$ cat config.mk
export PLATFORM = sky130hd
export DESIGN_NAME = serial_parity_engine
export DESIGN_NICKNAME = d
export VERILOG_FILES = /design/src/rtl/serial_parity_pkg.sv /design/src/rtl/serial_parity_bitcnt.sv /design/src/rtl/serial_parity_engine.sv
export SDC_FILE = /design/constraint.sdc
export NUM_CORES = 1
export LEC_CHECK = 0
export CELL_PAD_IN_SITES_DETAIL_PLACEMENT = 0
export CELL_PAD_IN_SITES_GLOBAL_PLACEMENT = 1
export CORE_MARGIN = 4
export CORE_UTILIZATION = 35
export DETAILED_ROUTE_END_ITERATION = 16
export PLACE_DENSITY = 0.7
export SYNTH_ARGS = -nofsm -noshare
export SYNTH_HDL_FRONTEND = slang
export SYNTH_SLANG_ARGS = --single-unit
$ cat constraint.sdc
create_clock -name clk -period 3.1 [get_ports clk]
set_clock_uncertainty 0.15 [all_clocks]
set_input_delay 0.465 -clock clk [delete_from_list [all_inputs] [get_ports clk]]
set_output_delay 0.465 -clock clk [all_outputs]
set_load 0.005 [all_outputs]
$ cat src/rtl/serial_parity_pkg.sv
// ============================================================================
// Module      : serial_parity_pkg
// Description : Shared types and constants for the serial parity engine.
// Revision    : 1.0 - initial release
// ============================================================================
`default_nettype none

package serial_parity_pkg;

    // Frame sequencing states
    typedef enum logic [1:0] {
        IDLE  = 2'b00,
        DATA  = 2'b01,
        CHECK = 2'b10
    } sp_state_e;

    // Operating mode latched at frame start
    localparam logic MODE_GEN = 1'b0;
    localparam logic MODE_CHK = 1'b1;

    // Parity sense latched at frame start
    localparam logic PAR_EVEN = 1'b0;
    localparam logic PAR_ODD  = 1'b1;

    // Parity bit that makes the frame even (or odd) given the XOR of its data
    function automatic logic frame_parity(input logic acc, input logic odd);
        return acc ^ odd;
    endfunction

endpackage

`default_nettype wire

$ cat src/rtl/serial_parity_bitcnt.sv
// ============================================================================
// Module      : serial_parity_bitcnt
// Description : Up-counter of accepted data bits with enable, synchronous
//               clear and a terminal flag on the increment reaching FRAME_LEN.
// Revision    : 1.0 - initial release
// ============================================================================
`default_nettype none

module serial_parity_bitcnt #(
    parameter int FRAME_LEN = 8,
    parameter int CNT_W     = $clog2(FRAME_LEN + 1)
) (
    input  logic             clk,
    input  logic             arstn,
    input  logic             clr,
    input  logic             en,
    output logic [CNT_W-1:0] cnt,
    output logic             term
);

    logic [CNT_W-1:0] cnt_q;
    logic [CNT_W-1:0] cnt_d;

    // Clear wins over increment so a frame end can reset the count even when
    // the final bit is being accepted in the same cycle.
    always_comb begin
        cnt_d = cnt_q;
        if (clr) begin
            cnt_d = '0;
        end else if (en) begin
            cnt_d = cnt_q + CNT_W'(1);
        end
    end

    // Count register
    always_ff @(posedge clk or negedge arstn) begin
        if (!arstn) begin
            cnt_q <= '0;
        end else begin
            cnt_q <= cnt_d;
        end
    end

    // High when this cycle's increment brings the count to FRAME_LEN
    assign term = en && (cnt_q == CNT_W'(FRAME_LEN - 1));
    assign cnt  = cnt_q;

endmodule

`default_nettype wire

$ cat src/rtl/serial_parity_engine.sv
// ============================================================================
// Module      : serial_parity_engine
// Description : Serial parity generator / checker for FRAME_LEN-bit frames,
//               one bit per accepted (in_valid) cycle, registered results.
//               Optional saturating error counter enabled by the macro
//               SERIAL_PARITY_ERR_CNT_EN (adds ERR_CNT_W and port err_cnt).
// Revision    : 1.0 - initial release
// ============================================================================
`default_nettype none

module serial_parity_engine
    import serial_parity_pkg::*;
#(
    parameter int FRAME_LEN = 8,
    parameter int CNT_W     = $clog2(FRAME_LEN + 1)
`ifdef SERIAL_PARITY_ERR_CNT_EN
   ,parameter int ERR_CNT_W = 8
`endif
) (
    input  logic             clk,
    input  logic             arstn,
    input  logic             clr,
    input  logic             in_valid,
    input  logic             in_bit,
    input  logic             chk_mode,
    input  logic             odd_sel,
    output logic             busy,
    output logic [CNT_W-1:0] bit_idx,
    output logic             par_valid,
    output logic             par_bit,
    output logic             par_err
`ifdef SERIAL_PARITY_ERR_CNT_EN
   ,output logic [ERR_CNT_W-1:0] err_cnt
`endif
);

    sp_state_e state_q, state_d;
    logic      acc_q, acc_d;
    logic      mode_q, mode_d;
    logic      odd_q, odd_d;
    logic      par_valid_q, par_valid_d;
    logic      par_bit_q, par_bit_d;
    logic      par_err_q, par_err_d;

    logic      cnt_en;
    logic      cnt_clr;
    logic      cnt_term;

    // Data bits are counted in IDLE (first bit) and DATA; the parity bit in
    // CHECK is not a data bit. Kept outside the FSM block so the terminal
    // flag it feeds back does not form a block-level loop.
    assign cnt_en = in_valid && !clr && (state_q != CHECK);

    serial_parity_bitcnt #(
        .FRAME_LEN (FRAME_LEN),
        .CNT_W     (CNT_W)
    ) u_bitcnt (
        .clk   (clk),
        .arstn (arstn),
        .clr   (cnt_clr),
        .en    (cnt_en),
        .cnt   (bit_idx),
        .term  (cnt_term)
    );

    // Next-state, accumulator and result computation
    always_comb begin
        state_d     = state_q;
        acc_d       = acc_q;
        mode_d      = mode_q;
        odd_d       = odd_q;
        par_valid_d = 1'b0;
        par_err_d   = 1'b0;
        par_bit_d   = par_bit_q;
        cnt_clr     = 1'b0;

        if (clr) begin
            state_d = IDLE;
            acc_d   = 1'b0;
            cnt_clr = 1'b1;
        end else if (in_valid) begin
            case (state_q)
                IDLE: begin
                    mode_d  = chk_mode ? MODE_CHK : MODE_GEN;
                    odd_d   = odd_sel ? PAR_ODD : PAR_EVEN;
                    acc_d   = in_bit;
                    state_d = DATA;
                end
                DATA: begin
                    acc_d = acc_q ^ in_bit;
                    if (cnt_term) begin
                        if (mode_q == MODE_CHK) begin
                            state_d = CHECK;
                        end else begin
                            par_valid_d = 1'b1;
                            par_bit_d   = frame_parity(acc_q ^ in_bit, odd_q);
                            acc_d       = 1'b0;
                            cnt_clr     = 1'b1;
                            state_d     = IDLE;
                        end
                    end
                end
                CHECK: begin
                    par_valid_d = 1'b1;
                    par_bit_d   = in_bit;
                    par_err_d   = (frame_parity(acc_q, odd_q) != in_bit);
                    acc_d       = 1'b0;
                    cnt_clr     = 1'b1;
                    state_d     = IDLE;
                end
                default: begin
                    acc_d   = 1'b0;
                    cnt_clr = 1'b1;
                    state_d = IDLE;
                end
            endcase
        end
    end

    // State, accumulator, latched mode and registered result outputs
    always_ff @(posedge clk or negedge arstn) begin
        if (!arstn) begin
            state_q     <= IDLE;
            acc_q       <= 1'b0;
            mode_q      <= MODE_GEN;
            odd_q       <= PAR_EVEN;
            par_valid_q <= 1'b0;
            par_bit_q   <= 1'b0;
            par_err_q   <= 1'b0;
        end else begin
            state_q     <= state_d;
            acc_q       <= acc_d;
            mode_q      <= mode_d;
            odd_q       <= odd_d;
            par_valid_q <= par_valid_d;
            par_bit_q   <= par_bit_d;
            par_err_q   <= par_err_d;
        end
    end

    assign busy      = (state_q != IDLE);
    assign par_valid = par_valid_q;
    assign par_bit   = par_bit_q;
    assign par_err   = par_err_q;

`ifdef SERIAL_PARITY_ERR_CNT_EN
    logic [ERR_CNT_W-1:0] err_cnt_q, err_cnt_d;

    // Saturating count of parity errors; advances together with par_err
    always_comb begin
        err_cnt_d = err_cnt_q;
        if (par_err_d && (err_cnt_q != {ERR_CNT_W{1'b1}})) begin
            err_cnt_d = err_cnt_q + ERR_CNT_W'(1);
        end
    end

    // Error counter register, cleared only by the asynchronous reset
    always_ff @(posedge clk or negedge arstn) begin
        if (!arstn) begin
            err_cnt_q <= '0;
        end else begin
            err_cnt_q <= err_cnt_d;
        end
    end

    assign err_cnt = err_cnt_q;
`endif

endmodule

`default_nettype wire

# ---- Word level (Yosys, flattened, before mapping)
# Index checks and enable logic that the tools add are counted.
dict set report totals {
  input_bits 7
  regBits 12
  elab_cells 61
  output_inout_bits 8
}
dict set report op_classes {
  mux 28
  n_bitwise 4
  n_eq_ne 8
  n_addsub 1
  reduce_logical 12
}
# operator n
set ops {}
lappend ops {{two-way mux 1 bit} 17}
lappend ops {{two-way mux 2 bit} 4}
lappend ops {{two-way mux 4 bit} 2}
lappend ops {{one-hot mux 1 bit (2 select lines)} 4}
lappend ops {{nonzero test 2 bit} 4}
lappend ops {{!= test 2 bit (second input constant)} 3}
lappend ops {{AND reduction 5 bit} 1}
lappend ops {{adder 4 x 1 -> 4 bit (second input constant)} 1}
lappend ops {{== test 4 x 3 -> 1 bit (second input constant)} 1}
lappend ops {{one-hot mux 2 bit (2 select lines)} 1}
lappend ops {{logical AND 1 bit} 3}
lappend ops {{!= test 3 bit (second input constant)} 1}
lappend ops {{AND reduction 3 bit} 1}
lappend ops {{XOR 1 bit} 3}
lappend ops {{== test 2 x 1 -> 1 bit (second input constant)} 1}
lappend ops {{== test 2 bit (second input constant)} 1}
lappend ops {{zero test 2 bit} 1}
lappend ops {{AND reduction 2 bit} 1}
lappend ops {{zero test 1 bit} 1}
lappend ops {{!= test 1 bit} 1}
lappend ops {{inverter 1 bit} 1}

# ---- Logic depth before layout (Yosys ltp)
# Gate-level depths: netlist of run 1.
dict set report logic_depth {
  word_depth 9
  depth_mapped 6
}

# ---- Cells and area by module
# A second synthesis of run 1 with hierarchy kept.
dict set report hier_totals {
  hier_cells 68
  area_unflattened_um2 721.9
}
# module seq_area_each_um2 cells_each area_each_um2 instances
set by_module_without_submodules {}
lappend by_module_without_submodules {serial_parity_engine 200.2 50 493.0 1}
lappend by_module_without_submodules {serial_parity_bitcnt 100.1 18 229.0 1}

# ---- Least setup slack after synthesis of run 1
# OpenSTA, ideal clock, no wires.
dict set report synth_timing {
  kind {register to register}
  from {register state_q[0]}
  to {register par_bit_q (netlist: par_bit)}
  path_buffers 0
  stages_incl_launch_ff 7
  slack_ps 1327
  arrival_ps 1498
  synth_period_minus_slack_ps 1773
  cell_sequence {dfrtp_1 -> inv_1 -> ha_1 -> and4bb_4 -> nand4b_4 -> nand2_2 -> mux2_4}
}
dict set report synth_via {
  elab_chain_len 5
  elab_cells_between_ends 10
  cone_classes {5 x eq/ne; 1 x mux; 4 x reduce/logical}
}
# element line
set synth_lines {}
lappend synth_lines {{start, declared} serial_parity_engine.sv:37} ;# sp_state_e state_q, state_d;
lappend synth_lines {{start signal, assigned} serial_parity_engine.sv:131} ;# state_q <= state_d;
lappend synth_lines {{!= test 2 bit} serial_parity_engine.sv:52} ;# assign cnt_en = in_valid && !clr && (state_q != CHECK);
lappend synth_lines {{logical AND 1 bit} serial_parity_engine.sv:52}
lappend synth_lines {{logical AND 1 bit} serial_parity_bitcnt.sv:45} ;# assign term = en && (cnt_q == CNT_W'(FRAME_LEN - 1));
lappend synth_lines {{!= test 2 bit (no source line)} n/a}
lappend synth_lines {{AND reduction 5 bit (no source line)} n/a}
lappend synth_lines {{end signal, assigned} serial_parity_engine.sv:136} ;# par_bit_q <= par_bit_d;
lappend synth_lines {{end, declared} serial_parity_engine.sv:42} ;# logic par_bit_q, par_bit_d;
# Parallel ways exist; a longest one is shown, timed or not.
# A chain may end at the register's enable or synchronous reset.

# ---- Final worst setup path of run 1
dict set report layout_timing {
  from {register state_q[0]}
  to {output port busy}
}
dict set report layout_via {
  elab_chain_len 1
}
# element line
set layout_lines {}
lappend layout_lines {{nonzero test 2 bit} serial_parity_engine.sv:141} ;# assign busy = (state_q != IDLE);
lappend layout_lines {{end, declared} serial_parity_engine.sv:27} ;# output logic busy,
# Every way passes these cells.

==> results.sh, run 1 <==
export IMPL_required_ns=2.48
export IMPL_first_pass_iters=2
export IMPL_hold_viol=0
export IMPL_min_path_type="reg -> reg"
export IMPL_syn2layout_area_growth_pct=27.1
export IMPL_die_height_um=53.8
export IMPL_fin_crit_ns=2.19
export IMPL_synth_top_area_frac=0.410
export IMPL_clkSinkCount=12
export IMPL_syn_num_nets=78
export IMPL_fmax_mhz=456
export IMPL_cts_hold_buf=0
export IMPL_cp_max_fo=3
export IMPL_worst_path_most_repeated_cell="inv_1"
export IMPL_worst_slew_pin_slew_ns=0.532
export IMPL_netlist_cell_type_count=28
export IMPL_report_final_slew_viol_count=0
export IMPL_slew_headroom=0.645
export IMPL_drive_gt1_frac=0.169
export IMPL_drc=0
export IMPL_num_io_pins=15
export IMPL_slowest_delay_ns=0.50
export IMPL_setup_worst_path_end_class="primary output"
export IMPL_power_uw=381
export IMPL_cts_resized=0
export IMPL_hpwlAfterDp_mm=1.06
export IMPL_route_met2_wl_um=631
export IMPL_synthCells=66
export IMPL_p_per_area_mw_per_mm2=408
export IMPL_yosysWarnings=0
export IMPL_synth_flop_cell="dfrtp_1"
export IMPL_cts_clk_slew_worst_paths_ns=0.08
export IMPL_place_ws_ns=0.777
export IMPL_gp_congestion=0.720
export IMPL_whs_path_depth=1
export IMPL_tns_ns=0
export IMPL_finalCritPeriodShare=0.707
export IMPL_initial_utilization=0.370
export IMPL_grt_pass1_vias=516
export IMPL_peakVddDrop_mv=0.230
export IMPL_vias_per_cell=4.57
export IMPL_synth_seq_area_share=0.410
export IMPL_top_layer="met3"
export IMPL_wl_per_cell_um=12.0
export IMPL_r2r_end="par_bit"
export IMPL_crit_slowest_cell="clkdlybuf4s50_1"
export IMPL_critPathKind="reg -> out"
export IMPL_drt_iter0_markers=10
export IMPL_setup_viol=0
export IMPL_drt_wl_total_mm=1.32
export IMPL_htreeDepth=1
export IMPL_cts_buffers=3
export IMPL_drv_cap=0
export IMPL_worstPathCellList="inv_1 > ha_1 > inv_1 > clkdlybuf4s50_1"
export IMPL_r2r_cells=6
export IMPL_cts_tree="done"
export IMPL_synth_area_sq_um=733
export IMPL_io_buffers=14
export IMPL_hold_end="par_bit"
export IMPL_timing_rr_start="state_q[0]"
export IMPL_async_reset_ff_frac=1.00
export IMPL_vias=503
export IMPL_wl_met1_um=627
export IMPL_netlist_top_cells_area="dfrtp_1 (41%), ha_1 (8.5%), xor2_1 (6.0%), nand4b_4 (3.2%), mux2_2 (3.1%)"
export IMPL_cts_buffer_depth=2
export IMPL_diodes=0
export IMPL_worstPathArrival_ns=1.58
export IMPL_grt_pass1_wl_mm=2.39
export IMPL_drtAntennaViolNets=0
export IMPL_grt_max_degree=13
export IMPL_post_cts_buffers=0
export IMPL_grt_use_total=0.118
export IMPL_setup_ws_ns=0.908
export IMPL_grt_ovfl_total=0
export IMPL_clock_latency_ns=0.27
export IMPL_startpoint_type="flip-flop"
export IMPL_status="completed"
export IMPL_synth_seq_cells=12
export IMPL_die_x_um=53.8
export IMPL_grt_setup_unrepaired="no"
export IMPL_yosysTopAreaCell="dfrtp_1"
export IMPL_synth_edf_count=0
export IMPL_min_delay_start="par_bit"
export IMPL_core_sq_mm=0.00198
export IMPL_final_util=0.470
export IMPL_r2r_slack_ns=1.18
export IMPL_syn_area_per_cell_sq_um=11.1
export IMPL_met3_length_um=57
export IMPL_p_leak_nw=0.426
export IMPL_cts_root_buf="clkbuf_4"
export IMPL_fin_nets=96
export IMPL_die_area_sq_mm=0.00289
export IMPL_rows=16
export IMPL_antenna_found_initial=0
## cells in the mapped netlist, types with 2 or more instances
library cell	instances
a21oi_1	2
a31oi_1	2
dfrtp_1	12
ha_1	5
inv_1	5
mux2_2	2
mux2i_1	2
nand2_1	4
nand2_2	2
nand2b_1	3
nor2_1	5
xnor2_1	2
xor2_1	5
## how the worst max path moves through the flow
stage / from / slack, ns / endpoint
finish: state_q[0] / 0.91 / busy
global route: state_q[1] / 0.81 / busy
CTS: state_q[0] / 0.88 / busy
detailed placement: in_valid / 0.78 / par_bit
global placement: in_valid / 0.84 / par_bit
floorplan: state_q[0] / 1.33 / par_bit
## where the power goes
group | internal (mW) | leakage [nW] | total (mW) | switching [mW]
logic | 0.0419 | 0.244 | 0.0777 | 0.0358
clock network | 0.0713 | 0.0210 | 0.125 | 0.0539
registers | 0.167 | 0.161 | 0.178 | 0.0107
## metrics by stage
stage	hold WS (ns)	cell area (sq um)	instances
6_report	0.365	932	110
5_1_grt	0.388	932	110
4_1_cts	0.372	932	110
3_5_place_dp	0.354	896	106
3_3_place_gp	0.350	896	106
2_1_floorplan	0.0194	733	66
## cell families (layout without fill, tap and decap cells)
logic type,after synthesis,count (layout),share of synthesized area
XOR/XNOR,7,7,0.0836
AO/OA/AOI/OAI,9,9,0.0887
adder cells (fa/ha/maj),5,5,0.0853
flip-flops,12,12,0.410
buffers and inverters,6,23,0.0410
AND/OR/NAND/NOR,22,22,0.213
multiplexers,5,5,0.0785
## cells in the final DEF (no fill, tap or decap), types with 2 or more instances in the layout
cell type / netlist / layout
a21oi_1: 2 / 2
a31oi_1: 2 / 2
clkbuf_4: 0 / 3
clkdlybuf4s50_1: 0 / 14
dfrtp_1: 12 / 12
ha_1: 5 / 5
inv_1: 5 / 5
mux2_2: 2 / 2
mux2i_1: 2 / 2
nand2_1: 4 / 4
nand2_2: 2 / 2
nand2b_1: 3 / 3
nor2_1: 5 / 5
xnor2_1: 2 / 2
xor2_1: 5 / 5
## worst max-delay path: cells and delay by family, from the launching register on
family | cells | cell delay [ns]
fa+ha+maj | 1 | 0.24
buf+inv | 3 | 0.68
flops | 1 | 0.38
## area by class of cell
| class | instances | area [sq um] |
|---|---|---|
| Fill cell | 180 | 1050 |
| Multi-Input combinational cell | 48 | 403 |
| Tap cell | 27 | 33.8 |
| Sequential cell | 12 | 300 |
| Inverter | 5 | 18.8 |
| Clock buffer | 4 | 36.3 |
| Timing Repair Buffer | 14 | 140 |
## per-layer routing
metal / up-vias / global-route usage
met4: 0 / 0.0511
met2: 10 / 0.179
met1: 232 / 0.155
met3: 0 / 0.0332
met5: - / 0
li1: 261 / -
## state kept, by name, summed over array words and instances (netlist names)
signal,count
acc_q,1
mode_q,1
odd_q,1
par_bit,1
par_err,1
par_valid,1
state_q,2
u_bitcnt.cnt,4
(Power assumes the default switching activity.)
==> run 2, diff against run 1 <==
- CORE_UTILIZATION: 35 -> 34
- PLACE_DENSITY: 0.7 -> 0.71
- clock period: 3.1 -> 2 ns (I/O delays scaled with it)
==> results.sh, run 2 (synthesis results as in run 1) <==
export IMPL_status="completed"
export IMPL_min_path_type="in -> async"
export IMPL_wl_met1_um=651
export IMPL_worstPathCellList="inv_2 > ha_4 > inv_1 > clkdlybuf4s50_1"
export IMPL_cts_buffers=3
export IMPL_grt_pass1_wl_mm=2.28
export IMPL_drtAntennaViolNets=0
export IMPL_share_seq_of_total_power=0.460
export IMPL_worstPathArrival_ns=1.46
export IMPL_setup_viol=0
export IMPL_die_height_um=54.4
export IMPL_tns_ns=0
export IMPL_required_ns=1.55
export IMPL_io_buffers=14
export IMPL_die_area_sq_mm=0.00296
export IMPL_r2r_slack_ns=0.20
export IMPL_p_comb_frac=0.223
export IMPL_report_final_slew_viol_count=0
export IMPL_clkSinkCount=12
export IMPL_fin_nets=102
export IMPL_diodes=0
export IMPL_gp_congestion=0.805
export IMPL_r2r_end="par_bit"
export IMPL_hold_viol=0
export IMPL_fin_crit_ns=1.91
export IMPL_worst_slew_pin_slew_ns=0.539
export IMPL_cts_root_buf="clkbuf_4"
export IMPL_num_io_pins=15
export IMPL_p_leak_nw=0.458
export IMPL_clock_latency_ns=0.27
export IMPL_setup_worst_path_end_class="primary output"
export IMPL_switching_power_uw=155
export IMPL_grt_max_degree=13
export IMPL_finalCritPeriodShare=0.953
export IMPL_die_x_um=54.4
export IMPL_internal_power_uw=444
export IMPL_top_layer="met4"
export IMPL_fin_area_sq_um=990
export IMPL_cp_max_fo=3
export IMPL_grt_use_total=0.114
export IMPL_final_util=0.494
export IMPL_hpwlAfterDp_mm=1.10
export IMPL_grt_ovfl_total=0
export IMPL_p_per_area_mw_per_mm2=605
export IMPL_wl_per_cell_um=12.1
export IMPL_slew_headroom=0.639
export IMPL_cts_tree="done"
export IMPL_startpoint_type="flip-flop"
export IMPL_final_cell_mix="clkdlybuf4s50_1 (14), dfrtp_1 (12), buf_4 (6)"
export IMPL_htreeDepth=1
export IMPL_slowest_delay_ns=0.50
export IMPL_cts_hold_buf=0
export IMPL_drive_gt1_frac=0.258
export IMPL_cts_buffer_depth=2
export IMPL_critPathKind="reg -> out"
export IMPL_layout_commonest_cell="clkdlybuf4s50_1"
export IMPL_vias=528
export IMPL_largest_reg_flops=4
export IMPL_first_pass_iters=2
export IMPL_drv_cap=0
export IMPL_crit_slowest_cell="clkdlybuf4s50_1"
export IMPL_cts_clk_slew_worst_paths_ns=0.08
export IMPL_grt_pass1_vias=507
export IMPL_peakVddDrop_mv=0.294
export IMPL_route_met2_wl_um=675
export IMPL_met3_length_um=56
export IMPL_vias_per_cell=4.55
export IMPL_antenna_found_initial=0
export IMPL_sw_frac_of_total=0.259
export IMPL_drt_iter0_markers=5
export IMPL_drt_wl_total_mm=1.40
export IMPL_fillers=183
export IMPL_placed_area_sq_um=926
export IMPL_initial_utilization=0.366
export IMPL_p_clk_frac=0.318
export IMPL_syn2layout_area_growth_pct=35.0
export IMPL_r2r_cells=6
export IMPL_rows=16
export IMPL_fmax_mhz=524
export IMPL_drc=0
export IMPL_core_sq_mm=0.00200
export IMPL_grt_setup_unrepaired="no"
export IMPL_timing_rr_start="state_q[1]"
[run 2: critical path, delay by kind of cell, from the launching register on]
| family | cells | cell delay (ns) |
|---|---|---|
| flip-flops | 1 | 0.38 |
| adder cells (fa/ha/maj) | 1 | 0.17 |
| buffers and inverters | 3 | 0.64 |
[run 2: worst max-delay path by stage]
stage | start | end | slack (ns) | depth (start not counted)
CTS | state_q[1] | busy | 0.03 | 4
global route | state_q[0] | busy | 0.02 | 4
floorplan | state_q[0] | par_bit | 0.23 | 6
global placement | clr | u_bitcnt.cnt[3] | 0.13 | 6
detailed placement | in_valid | par_bit | 0.11 | 5
finish | state_q[0] | busy | 0.09 | 4
[run 2: through the flow]
stage	total power [mW]	cells	hold slack, ns	setup WS [ns]
after global placement	0.406	110	0.352	0.133
after detailed placement	0.407	110	0.353	0.111
final	0.599	116	0.231	0.0931
after floorplan	0.356	66	-0.146	0.227
after CTS	0.612	115	0.232	0.0270
after global routing	0.638	116	0.289	0.0188
[run 2: power by group through the flow]
stage / Sequential (mW) / Clock, mW / Combinational (mW)
2_1_floorplan: 0.278 / 0 / 0.0788
3_3_place_gp: 0.280 / 0 / 0.126
3_5_place_dp: 0.281 / 0 / 0.126
4_1_cts: 0.275 / 0.202 / 0.135
5_1_grt: 0.280 / 0.210 / 0.148
6_report: 0.275 / 0.190 / 0.133
[run 2: cell type report]
type                            count  area [sq um]  share of cell area
Clock buffer                        4          36.3              0.0367
Inverter                            5          18.8              0.0190
Multi-Input combinational cell     48           415               0.420
Sequential cell                    12           300               0.303
Tap cell                           27          33.8              0.0341
Timing Repair Buffer               20           185               0.187
[run 2: repair_timing]
item,4_1_cts,5_1_grt
endpoints found under the hold margin,0,0
setup buffers,1,1
resized for setup,2,2
endpoints found under the setup margin,1,1
[run 2: layer usage]
metal  GRT usage  up-vias
li1            -      277
met5           0        -
met2       0.169        8
met4      0.0747        0
met1       0.147      241
met3      0.0245        2
